[config.mk]
export PLATFORM = sky130hd
export DESIGN_NAME = nzcv_status_register
export DESIGN_NICKNAME = d
export VERILOG_FILES = /design/src/rtl/nzcv_status_register.sv
export SDC_FILE = /design/constraint.sdc
export NUM_CORES = 1
export LEC_CHECK = 0
export CORE_UTILIZATION = 28
export CTS_CLUSTER_SIZE = 10
export DETAILED_ROUTE_END_ITERATION = 8
export GPL_TIMING_DRIVEN = 1
export HOLD_SLACK_MARGIN = 0.1
export MAX_ROUTING_LAYER = met4
export PLACE_DENSITY = 0.88
export SKIP_CTS_REPAIR_TIMING = 1
export SYNTH_ARGS = -nofsm -noshare
export SYNTH_HDL_FRONTEND = slang
export SYNTH_SLANG_ARGS = --single-unit
[constraint.sdc]
create_clock -name clk -period 2.25 [get_ports clk]
set_input_delay 0.225 -clock clk [delete_from_list [all_inputs] [get_ports clk]]
set_output_delay 0.225 -clock clk [all_outputs]
set_load 0.02 [all_outputs]
[src/rtl/nzcv_status_register.sv]
// Architectural Z/N/C/V status register fed from the execute stage, with a
// saturating count of in-flight flag-setting instructions for decode.
module nzcv_status_register #(
  parameter int DATA_WIDTH  = 32,
  parameter int MAX_PENDING = 3,
  parameter int CNT_WIDTH   = 2
) (
  input  logic                  clk,
  input  logic                  rst_n,
  input  logic [DATA_WIDTH-1:0] alu_result,
  input  logic                  alu_carry,
  input  logic                  alu_overflow,
  input  logic                  shifter_carry,
  input  logic [3:0]            op_code,
  input  logic                  s_bit,
  input  logic                  ex_valid,
  input  logic                  s_issue,
  input  logic                  stall,
  input  logic                  flush,
  output logic [3:0]            flags_out,
  output logic                  flags_ready,
  output logic [CNT_WIDTH-1:0]  pending_count,
  output logic                  err
);

  localparam logic [CNT_WIDTH-1:0] CNT_MAX = CNT_WIDTH'(MAX_PENDING);

  // Flag bit positions on the bus
  localparam int Z_B = 0;
  localparam int N_B = 1;
  localparam int C_B = 2;
  localparam int V_B = 3;

  logic [3:0]           flags_q, flags_d;
  logic [CNT_WIDTH-1:0] cnt_q, cnt_d;
  logic                 err_q, err_d;

  logic commit, issue, is_arith;

  assign commit = ex_valid & s_bit & ~stall & ~flush;
  assign issue  = s_issue & ~stall & ~flush;

  always_comb begin
    is_arith = 1'b0;
    unique case (op_code)
      4'b0010, 4'b0011, 4'b0100, 4'b0101,
      4'b0110, 4'b0111, 4'b1010, 4'b1011: is_arith = 1'b1;
      default:                            is_arith = 1'b0;
    endcase
  end

  // Logical ops take C from the shifter and leave V alone
  always_comb begin
    flags_d = flags_q;
    if (commit) begin
      flags_d[Z_B] = (alu_result == '0);
      flags_d[N_B] = alu_result[DATA_WIDTH-1];
      flags_d[C_B] = is_arith ? alu_carry : shifter_carry;
      flags_d[V_B] = is_arith ? alu_overflow : flags_q[V_B];
    end
  end

  always_comb begin
    cnt_d = cnt_q;
    err_d = err_q;
    if (flush) begin
      cnt_d = '0;
    end else if (issue && !commit) begin
      if (cnt_q == CNT_MAX) err_d = 1'b1;
      else                  cnt_d = cnt_q + 1'b1;
    end else if (commit && !issue) begin
      if (cnt_q == '0) err_d = 1'b1;
      else             cnt_d = cnt_q - 1'b1;
    end
  end

  always_ff @(posedge clk) begin
    if (!rst_n) begin
      flags_q <= '0;
      cnt_q   <= '0;
      err_q   <= 1'b0;
    end else begin
      flags_q <= flags_d;
      cnt_q   <= cnt_d;
      err_q   <= err_d;
    end
  end

  assign flags_out     = flags_q;
  assign pending_count = cnt_q;
  assign flags_ready   = (cnt_q == '0);
  assign err           = err_q;

endmodule

==> metrics.md, run 1 <==
| Metric | Value |
|---|---|
| Status | `finished clean` |
| Peak Freq | `roughly 600 MHz` |
| Slew HR | `between 80% and 90%` |
| Worst-path fanout max | `7` |
| Post-synth EDFFs | `0` |
| Final Core Density | `between 60% and 70%` |
| Pre-CTS setup slack | `between 300 and 400 ps` |
| Cell types occupying the most area after synthesis | `dfxtp_1 30%, nor4_1 8.2%, nand4bb_4 6.0%, ha_1 5.4%, nor2_1 4.9%` |
| Internal power | `~280 uW` |
| TritonCTS clock tree | `done` |
| Largest net degree at the start of global routing | `8` |
| Most common cell in the netlist | `dfxtp_1` |
| Io pins | `54` |
| Yosys top cell area share | `between 30% and 40%` |
| First-pass GRT wire length | `about 2500 um` |
| Dpl hpwl | `1270 um` |
| Setup Skew | `2.36 ps` |
| # fillers | `around 110` |
| Clk slew on worst S/H paths | `around 50 ps` |
| Port buffer count | `between 50 and 60` |
| Row count | `14` |
| Share of layout cells above drive strength 1 | `6.25%` |
| Post-synthesis sequential area ratio | `between 30% and 40%` |
| Main synth FF type | `dfxtp_1` |
| Yosys top cell by area | `dfxtp_1` |
| Synth top cells by count | `7 x dfxtp_1, 6 x nor2_1, 6 x nor4_1` |
| Comb power frac | `between 30% and 40%` |
| Via count | `670` |
| Largest family of logic cells by synthesized area | `simple AND/OR/NAND/NOR gates` |
| Tmin final | `roughly 1700 ps` |
| Max VDD drop | `approximately 240 uV` |
| DRC violations left | `0` |
| Cell Pwr Density | `351 mW/mm^2` |
| Hold Path Class | `reg -> reg` |
| Worst slew pin tran | `about 290 ps` |
| Count of cell types in the netlist | `26` |
| Area delta synth->final | `123%` |
| 1st-iter DRT viols | `3` |
| Post-Syn Nets | `approximately 100` |
| WHS | `~460 ps` |
| Critical Path Start Type | `input pin` |
| Critical Path AT | `~1900 ps` |
| Worst-Skew Late Latency | `approximately 250 ps` |
| DIE WIDTH | `around 43 um` |
| Maximum root-to-sink buffer count | `2` |
| Core area | `0.00152 mm^2` |
| Multiplexer area fraction after synthesis | `under 10%` |
| Final wirelength | `about 1400 um` |
| Final Setup Violations | `0` |
| CTS Buf Count | `3` |
| Sw Ratio | `between 20% and 30%` |
| Worst path required time | `about 2500 ps` |
| Setup TNS Final | `0 ps` |
| H-tree lvl count | `1` |
| Crit Path Class | `in -> reg` |
| Count of clock tree sinks | `7` |
| Die area | `about 0.0018 mm^2` |
| Synth warn | `0` |
| Async set or reset register ratio after synthesis | `0%` |
| Clk network pwr share | `between 30% and 40%` |
| MaxCap Viol Count | `0` |
| Vias in the first global route | `695` |
| Root buf cell | `clkbuf_4` |
| Max-slew violations | `0` |
| Final critical-path share of the clock period | `around three quarters` |
| Hold Vio Cnt, Final | `0` |
| Die height | `42.6 um` |
| Routed len/inst | `11.0 um` |
| Leak pwr | `~0.00036 uW` |
| Sw power | `82.2 uW` |
| Total GRT Usage | `a little under a fifth` |
| Adder-Cell Fraction of Synth Area | `5.43%` |
| Syn Inst Count | `56` |
| Sequential cell area | `about 140 um^2` |
| Initial antenna violation count | `0` |
| Starting Density | `a little under a third` |
| Routed Antenna Nets | `0` |
| Post-synthesis register bit count | `7` |
| Ant. Diodes | `0` |
| Unrepaired setup endpoints after global routing | `false` |
| First-pass DRT Iterations | `4` |
| Worst setup margin | `about 570 ps` |
| Worst Setup End Kind | `register` |
| Synth Area per Inst | `between 8 and 9 um^2` |
| GR Overflow Total | `0` |
| Share of power burned in registers | `a little over a third` |
| XOR/XNOR share of the synthesized area | `0%` |
| Simple-gate share of the synthesized area | `about two fifths` |
| Post-synthesis cell area | `460 um^2` |
| Compound-Gate Fraction of Synth Area | `17.7%` |
| Drt via density | `between 5 and 6` |
| Final Wtd Congestion | `between 0.7 and 0.8` |
| Multi-input gate area | `305 um^2` |
| Nets | `about 160` |
==> stage by stage <==
stage               total power (uW)  cell area, um^2  std cells
floorplan                        156              460         56
global placement                 243             1000        124
detailed placement               246             1000        124
CTS                              365             1030        128
global route                     378             1030        128
finish                           361             1030        128
==> worst max-delay path, cell delays in order <==
cell and delay, ps:
clkdlybuf4s50_1 460, nand4bb_4 260, ha_1 300, or3_1 340
a211oi_2 180, o21a_1 120
==> metal layers <==
layer | share of wire [%] | GRT usage (%) | vias up
met1 | 35 | 18.3 | 301
met4 | 2.6 | 9.38 | 0
met2 | 55 | 37.2 | 37
met3 | 6.6 | 0 | 5
li1 | - | - | 327
met5 | 0 | - | -
==> placed cells by master, fill, tap and decap left out <==
cell type | synthesis | routed
a211oi_1 | 1 | 1
a211oi_2 | 1 | 1
a21oi_1 | 4 | 4
a311oi_1 | 1 | 1
and2_1 | 2 | 2
and2b_2 | 1 | 1
clkbuf_1 | 0 | 1
clkbuf_4 | 0 | 3
clkdlybuf4s50_1 | 0 | 52
dfxtp_1 | 7 | 7
ha_1 | 2 | 2
inv_1 | 3 | 3
inv_2 | 1 | 1
mux2i_1 | 1 | 1
nand2_1 | 4 | 4
nand2b_1 | 1 | 1
nand3_1 | 2 | 2
nand3b_1 | 1 | 1
nand4_1 | 2 | 2
nand4b_1 | 1 | 1
nand4bb_4 | 1 | 1
nor2_1 | 6 | 6
nor3_1 | 1 | 1
nor4_1 | 6 | 6
nor4b_1 | 1 | 1
o21a_1 | 1 | 1
o21ai_0 | 2 | 2
o31ai_1 | 2 | 2
or3_1 | 1 | 1
==> kinds of logic after synthesis <==
logic type	Yosys count
simple gates	30
compound gates	12
flops	7
buf+inv	4
fa+ha+maj	2
mux	1
==> cell type report <==
class	instances	share of cell area, %
multi-input cells	45	29.7
clock buffers	4	2.56
inverters	4	1.46
repair buffers	52	50.7
well taps	16	1.95
flip-flops and latches	7	13.6
==> sequential cells by signal (all words and copies together), names as in the netlist <==
| name | count |
|---|---|
| err | 1 |
| flags_out | 4 |
| pending_count | 2 |
==> final timing paths <==
path,from,endpoint,slack [ps],cells after the start
setup / recovery,flush,err,570,6
hold / removal,flags_out[1],flags_out[1],460,2
setup reg to reg,pending_count[0],err,1150,3
hold reg to reg,flags_out[1],flags_out[1],460,2
==> power groups by stage <==
stage / clock network (uW) / logic, uW / registers [uW]
floorplan: 0 / 22.3 / 134
global route: 124 / 125 / 129
detailed placement: 0 / 115 / 131
global placement: 0 / 112 / 131
CTS: 121 / 116 / 128
finish: 118 / 115 / 128
(Power assumes the default switching activity.)
==> inputs of run 2 (changes only) <==
--- a/config.mk
+++ b/config.mk
@@ -5,13 +5,13 @@
 export SDC_FILE = /design/constraint.sdc
 export NUM_CORES = 1
 export LEC_CHECK = 0
-export CORE_UTILIZATION = 28
+export CORE_UTILIZATION = 23
 export CTS_CLUSTER_SIZE = 10
 export DETAILED_ROUTE_END_ITERATION = 8
 export GPL_TIMING_DRIVEN = 1
 export HOLD_SLACK_MARGIN = 0.1
 export MAX_ROUTING_LAYER = met4
-export PLACE_DENSITY = 0.88
+export PLACE_DENSITY = 0.78
 export SKIP_CTS_REPAIR_TIMING = 1
 export SYNTH_ARGS = -nofsm -noshare
 export SYNTH_HDL_FRONTEND = slang
==> constraint.sdc (replaced) <==
create_clock -name clk -period 1.4 [get_ports clk]
set_input_delay 0.14 -clock clk [delete_from_list [all_inputs] [get_ports clk]]
set_output_delay 0.14 -clock clk [all_outputs]
set_load 0.02 [all_outputs]
==> metrics.md, run 2 (synthesized netlist as in run 1, its figures left out) <==
| Metric | Value |
|---|---|
| Status | `finished clean` |
| Die area | `around 0.0022 mm^2` |
| Starting Density | `25.6%` |
| Worst Setup End Kind | `primary output` |
| Setup Skew | `around 0.079 ps` |
| Final wirelength | `roughly 1400 um` |
| Critical Path Start Type | `register` |
| Slew HR | `between 80% and 90%` |
| Die height | `46.7 um` |
| Crit path cell chain | `clkdlybuf4s50_1` |
| Commonest non-fill, non-tap cell in the layout | `clkdlybuf4s50_1` |
| Count of clock tree sinks | `7` |
| Worst R2R End | `err` |
| Initial antenna violation count | `0` |
| Placed cell area | `roughly 0.0011 mm^2` |
| Routed Antenna Nets | `0` |
| Largest net degree at the start of global routing | `8` |
| Hold Path Class | `in -> reg` |
| Leak pwr | `0.000462 uW` |
| R2R Path Start | `pending_count[1]` |
| FF-to-FF path depth | `3` |
| Crit Path Class | `reg -> out` |
| GR Overflow Total | `0` |
| Port buffer count | `52` |
| Peak Freq | `roughly 740 MHz` |
| Critical Path AT | `1210 ps` |
| Crit. path cell count | `1` |
| Final Setup Violations | `0` |
| Drt via density | `between 4 and 5` |
| Most frequent cells in the layout | `45 x clkdlybuf4s50_1, 7 x dfxtp_1, 7 x dlymetal6s2s_1` |
| Pre-CTS setup slack | `-328 ps` |
| Clk slew on worst S/H paths | `50 ps` |
| Crit-path leading delay family | `buffers and inverters` |
| H-tree lvl count | `1` |
| Worst setup margin | `around 54 ps` |
| Worst-path fanout max | `2` |
| Final Wtd Congestion | `between 0.6 and 0.7` |
| Vias in the first global route | `613` |
| TritonCTS clock tree | `done` |
| Core area | `~0.0018 mm^2` |
| CTS Buf Count | `3` |
| Tmin final | `between 1000 and 1500 ps` |
| Dpl hpwl | `~1300 um` |
| Reg2reg setup slack | `roughly 270 ps` |
| Via count | `about 690` |
| CP max stage cell | `clkdlybuf4s50_1` |
| Share of layout cells above drive strength 1 | `between 10% and 20%` |
| Nets | `167` |
| DIE WIDTH | `between 40 and 50 um` |
| Worst Setup EP | `err` |
| Worst slew pin tran | `~250 ps` |
| First-pass DRT Iterations | `4` |
| Row count | `15` |
| Worst path max stage delay | `between 600 and 700 ps` |
| Max VDD drop | `331 uV` |
| Routed len/inst | `about 10 um` |
| Total GRT Usage | `15.7%` |
| Io pins | `54` |
| DRC violations left | `0` |
| Worst-Skew Late Latency | `260 ps` |
| Hold Vio Cnt, Final | `0` |
| Crit. Startpoint | `err` |
| WP buf/inv | `1` |
| Unrepaired setup endpoints after global routing | `false` |
| Number of flip-flops in the largest register | `4` |
| First-pass GRT wire length | `about 2200 um` |
| Post-route design area | `about 0.0011 mm^2` |
| Cell Pwr Density | `between 500 and 600 mW/mm^2` |
| Area delta synth->final | `140%` |
| Worst path required time | `roughly 1300 ps` |
| Ant. Diodes | `0` |
| Max-slew violations | `0` |
| MaxCap Viol Count | `0` |
| Final critical-path share of the clock period | `96.1%` |
| Maximum root-to-sink buffer count | `2` |
| 1st-iter DRT viols | `10` |
| Root buf cell | `clkbuf_4` |
[run 2: final cells by class]
cell class | count | area [um^2]
tap | 25 | 31.3
inverter | 4 | 15.0
clock buffer | 4 | 26.3
timing repair buffer | 58 | 583
multi-input combinational | 45 | 308
sequential | 7 | 140
fill | 169 | 698
[run 2: power breakdown]
group	switching [uW]	internal (uW)	leakage (uW)
logic	50.2	140	0.000390
clock network	77.9	109	0.0000150
registers	2.80	204	0.0000566
total	131	453	0.000462
[run 2: layer usage]
| layer | track usage [%] | routed length (um) | vias up |
|---|---|---|---|
| li1 | - | - | 338 |
| met2 | 26.1 | 720 | 42 |
| met3 | 5.77 | 159 | 5 |
| met4 | 12.0 | 40 | 0 |
| met5 | - | 0 | - |
| met1 | 14.4 | 518 | 302 |
[run 2: worst min path at each step]
stage                  from                to  slack [ps]  depth (start not counted)
6_report              flush  pending_count[0]         360                          4
5_1_grt               flush  pending_count[0]         390                          4
4_1_cts        flags_out[1]      flags_out[1]         460                          2
3_3_place_gp   flags_out[1]      flags_out[1]         450                          2
3_5_place_dp   flags_out[1]      flags_out[1]         450                          2
2_1_floorplan         rst_n               err         260                          1
[run 2: per-stage QoR]
stage	hold slack [ps]	instances	utilization (%)	total power [uW]	setup TNS, ps
after CTS	458	143	60.1	592	-290
after floorplan	258	56	-	251	0
final	359	143	61.3	584	0
after detailed placement	450	139	58.7	404	-1150
after global placement	452	139	58.7	400	-935
after global routing	387	143	61.3	617	0
==> RTL edit: new RTL, flow settings as in run 2 <==
`CNT_WIDTH`: 2 -> 4.
--- a/src/rtl/nzcv_status_register.sv
+++ b/src/rtl/nzcv_status_register.sv
@@ -4,5 +4,5 @@
   parameter int DATA_WIDTH  = 32,
   parameter int MAX_PENDING = 3,
-  parameter int CNT_WIDTH   = 2
+  parameter int CNT_WIDTH   = 4
 ) (
   input  logic                  clk,
Interface: changed (resized pending_count); port bits go from 54 to 56. No check against the original RTL was run, so the function may have changed too.
==> RTL edit against run 2 <==
The run now ends with setup timing left; cell area rose by 34%; sequential cell count rose by 2; sequential share of layout area fell by 0.41 points; sequential power rose by 28%; wire length rose by 61%; hold slack improved by 0.0080 ns; final cell count rose by 26%; total power rose by 24%; synthesized area rose by 31%; worst setup slack got worse by 0.34 ns; critical endpoint is now pending_count[3]; largest cell class unchanged.
==> RTL edit: results <==
export IMPL_ys_top_cells_by_count="dfxtp_1 (9), nor2_1 (9), nor4_1 (9)"
export IMPL_met2WireLength_mm=1.36
export IMPL_violations="setup timing"
export IMPL_portBuffers=54
export IMPL_fill_cells=220
export IMPL_final_util_pct=59.6
export IMPL_p_leak_nw=0.647
export IMPL_vias=873
export IMPL_setup_viol=4
export IMPL_yosys_top_cells_area="dfxtp_1 (30%), nor4_1 (9.4%), ha_1 (8.3%), a21oi_1 (5.8%), nor2_1 (5.6%)"
export IMPL_synth_distinct_cells=27
export IMPL_drtPass1Iterations=4
export IMPL_placed_cell_area_um2=1350
export IMPL_finalSetupTns_ns=-0.717
export IMPL_arrival_ns=1.84
export IMPL_regToRegSetupSlack_ns=-0.24
export IMPL_drt_iter0_drc=6
export IMPL_setup_slack_ns=-0.284
export IMPL_place_hpwl_mm=1.92
export IMPL_peakVddDrop_uv=363
export IMPL_fin_worst_skew_ns=0.00321
export IMPL_whs_path_depth=5
export IMPL_reg2reg_from="pending_count[2]"
export IMPL_wl_met3_um=153
export IMPL_grtUsageTotal_pct=18.1
export IMPL_finalNetCount=202
export IMPL_clk_pin_slew_ns=0.07
export IMPL_ys_seq_area_share_pct=29.9
export IMPL_worst_pin_slew_ns=0.271
export IMPL_min_to="err"
export IMPL_place_congestion=0.792
export IMPL_met1_length_um=789
export IMPL_status="complete, but fails checks"
## RTL edit: per-stage QoR
stage / instances / hold slack (ns)
2_1_floorplan: 75 / 0.258
3_3_place_gp: 175 / 0.454
3_5_place_dp: 175 / 0.468
4_1_cts: 179 / 0.477
5_1_grt: 180 / 0.373
6_report: 180 / 0.367
## RTL edit: how the worst max path moves through the flow
stage               start                to  slack, ns  cells after the start
finish              flush  pending_count[3]      -0.28                     10
global route        flush  pending_count[3]      -0.35                     10
CTS                 flush  pending_count[3]      -0.59                     10
detailed placement  flush  pending_count[3]      -0.87                     10
global placement    flush  pending_count[3]      -0.80                     10
floorplan           flush  pending_count[3]      -0.31                      9
## RTL edit: critical path: stages
cell and delay [ns]:
clkbuf_2 0.11, nor2_4 0.11, and2_4 0.17, ha_4 0.14, inv_4 0.05, ha_4 0.30
nand3_4 0.08, and3_4 0.18, o211ai_1 0.21, mux2_2 0.36
## RTL edit: cell type report
cell class	instances	area share, %
repair buffers	71	46.9
inverters	5	1.44
multi-input cells	61	35.0
clock inverters	1	0.339
flip-flops and latches	9	12.3
well taps	30	2.54
clock buffers	3	1.53
## RTL edit: per-layer routing
metal	global-route usage (%)	vias to the layer above
met1	16.6	399
li1	-	433
met3	3.74	2
met4	6.14	0
met2	36.1	39
met5	-	-
## RTL edit: cells by family (layout without fill, tap and decap cells)
kind of cell | after synthesis | in the layout | synth area share, %
compound gates | 17 | 17 | 17.5
xor+xnor | 1 | 1 | 1.46
fa+ha+maj | 5 | 5 | 11.6
buf+inv | 5 | 80 | 3.12
flops | 9 | 9 | 29.9
mux | 3 | 3 | 5.20
simple gates | 35 | 35 | 31.2
## RTL edit: power groups by stage
| stage | combinational, mW | sequential [mW] | clock, mW |
|---|---|---|---|
| 3_5_place_dp | 0.239 | 0.269 | 0 |
| 3_3_place_gp | 0.234 | 0.269 | 0 |
| 4_1_cts | 0.240 | 0.263 | 0.215 |
| 5_1_grt | 0.271 | 0.264 | 0.230 |
| 6_report | 0.253 | 0.263 | 0.210 |
| 2_1_floorplan | 0.0564 | 0.275 | 0 |
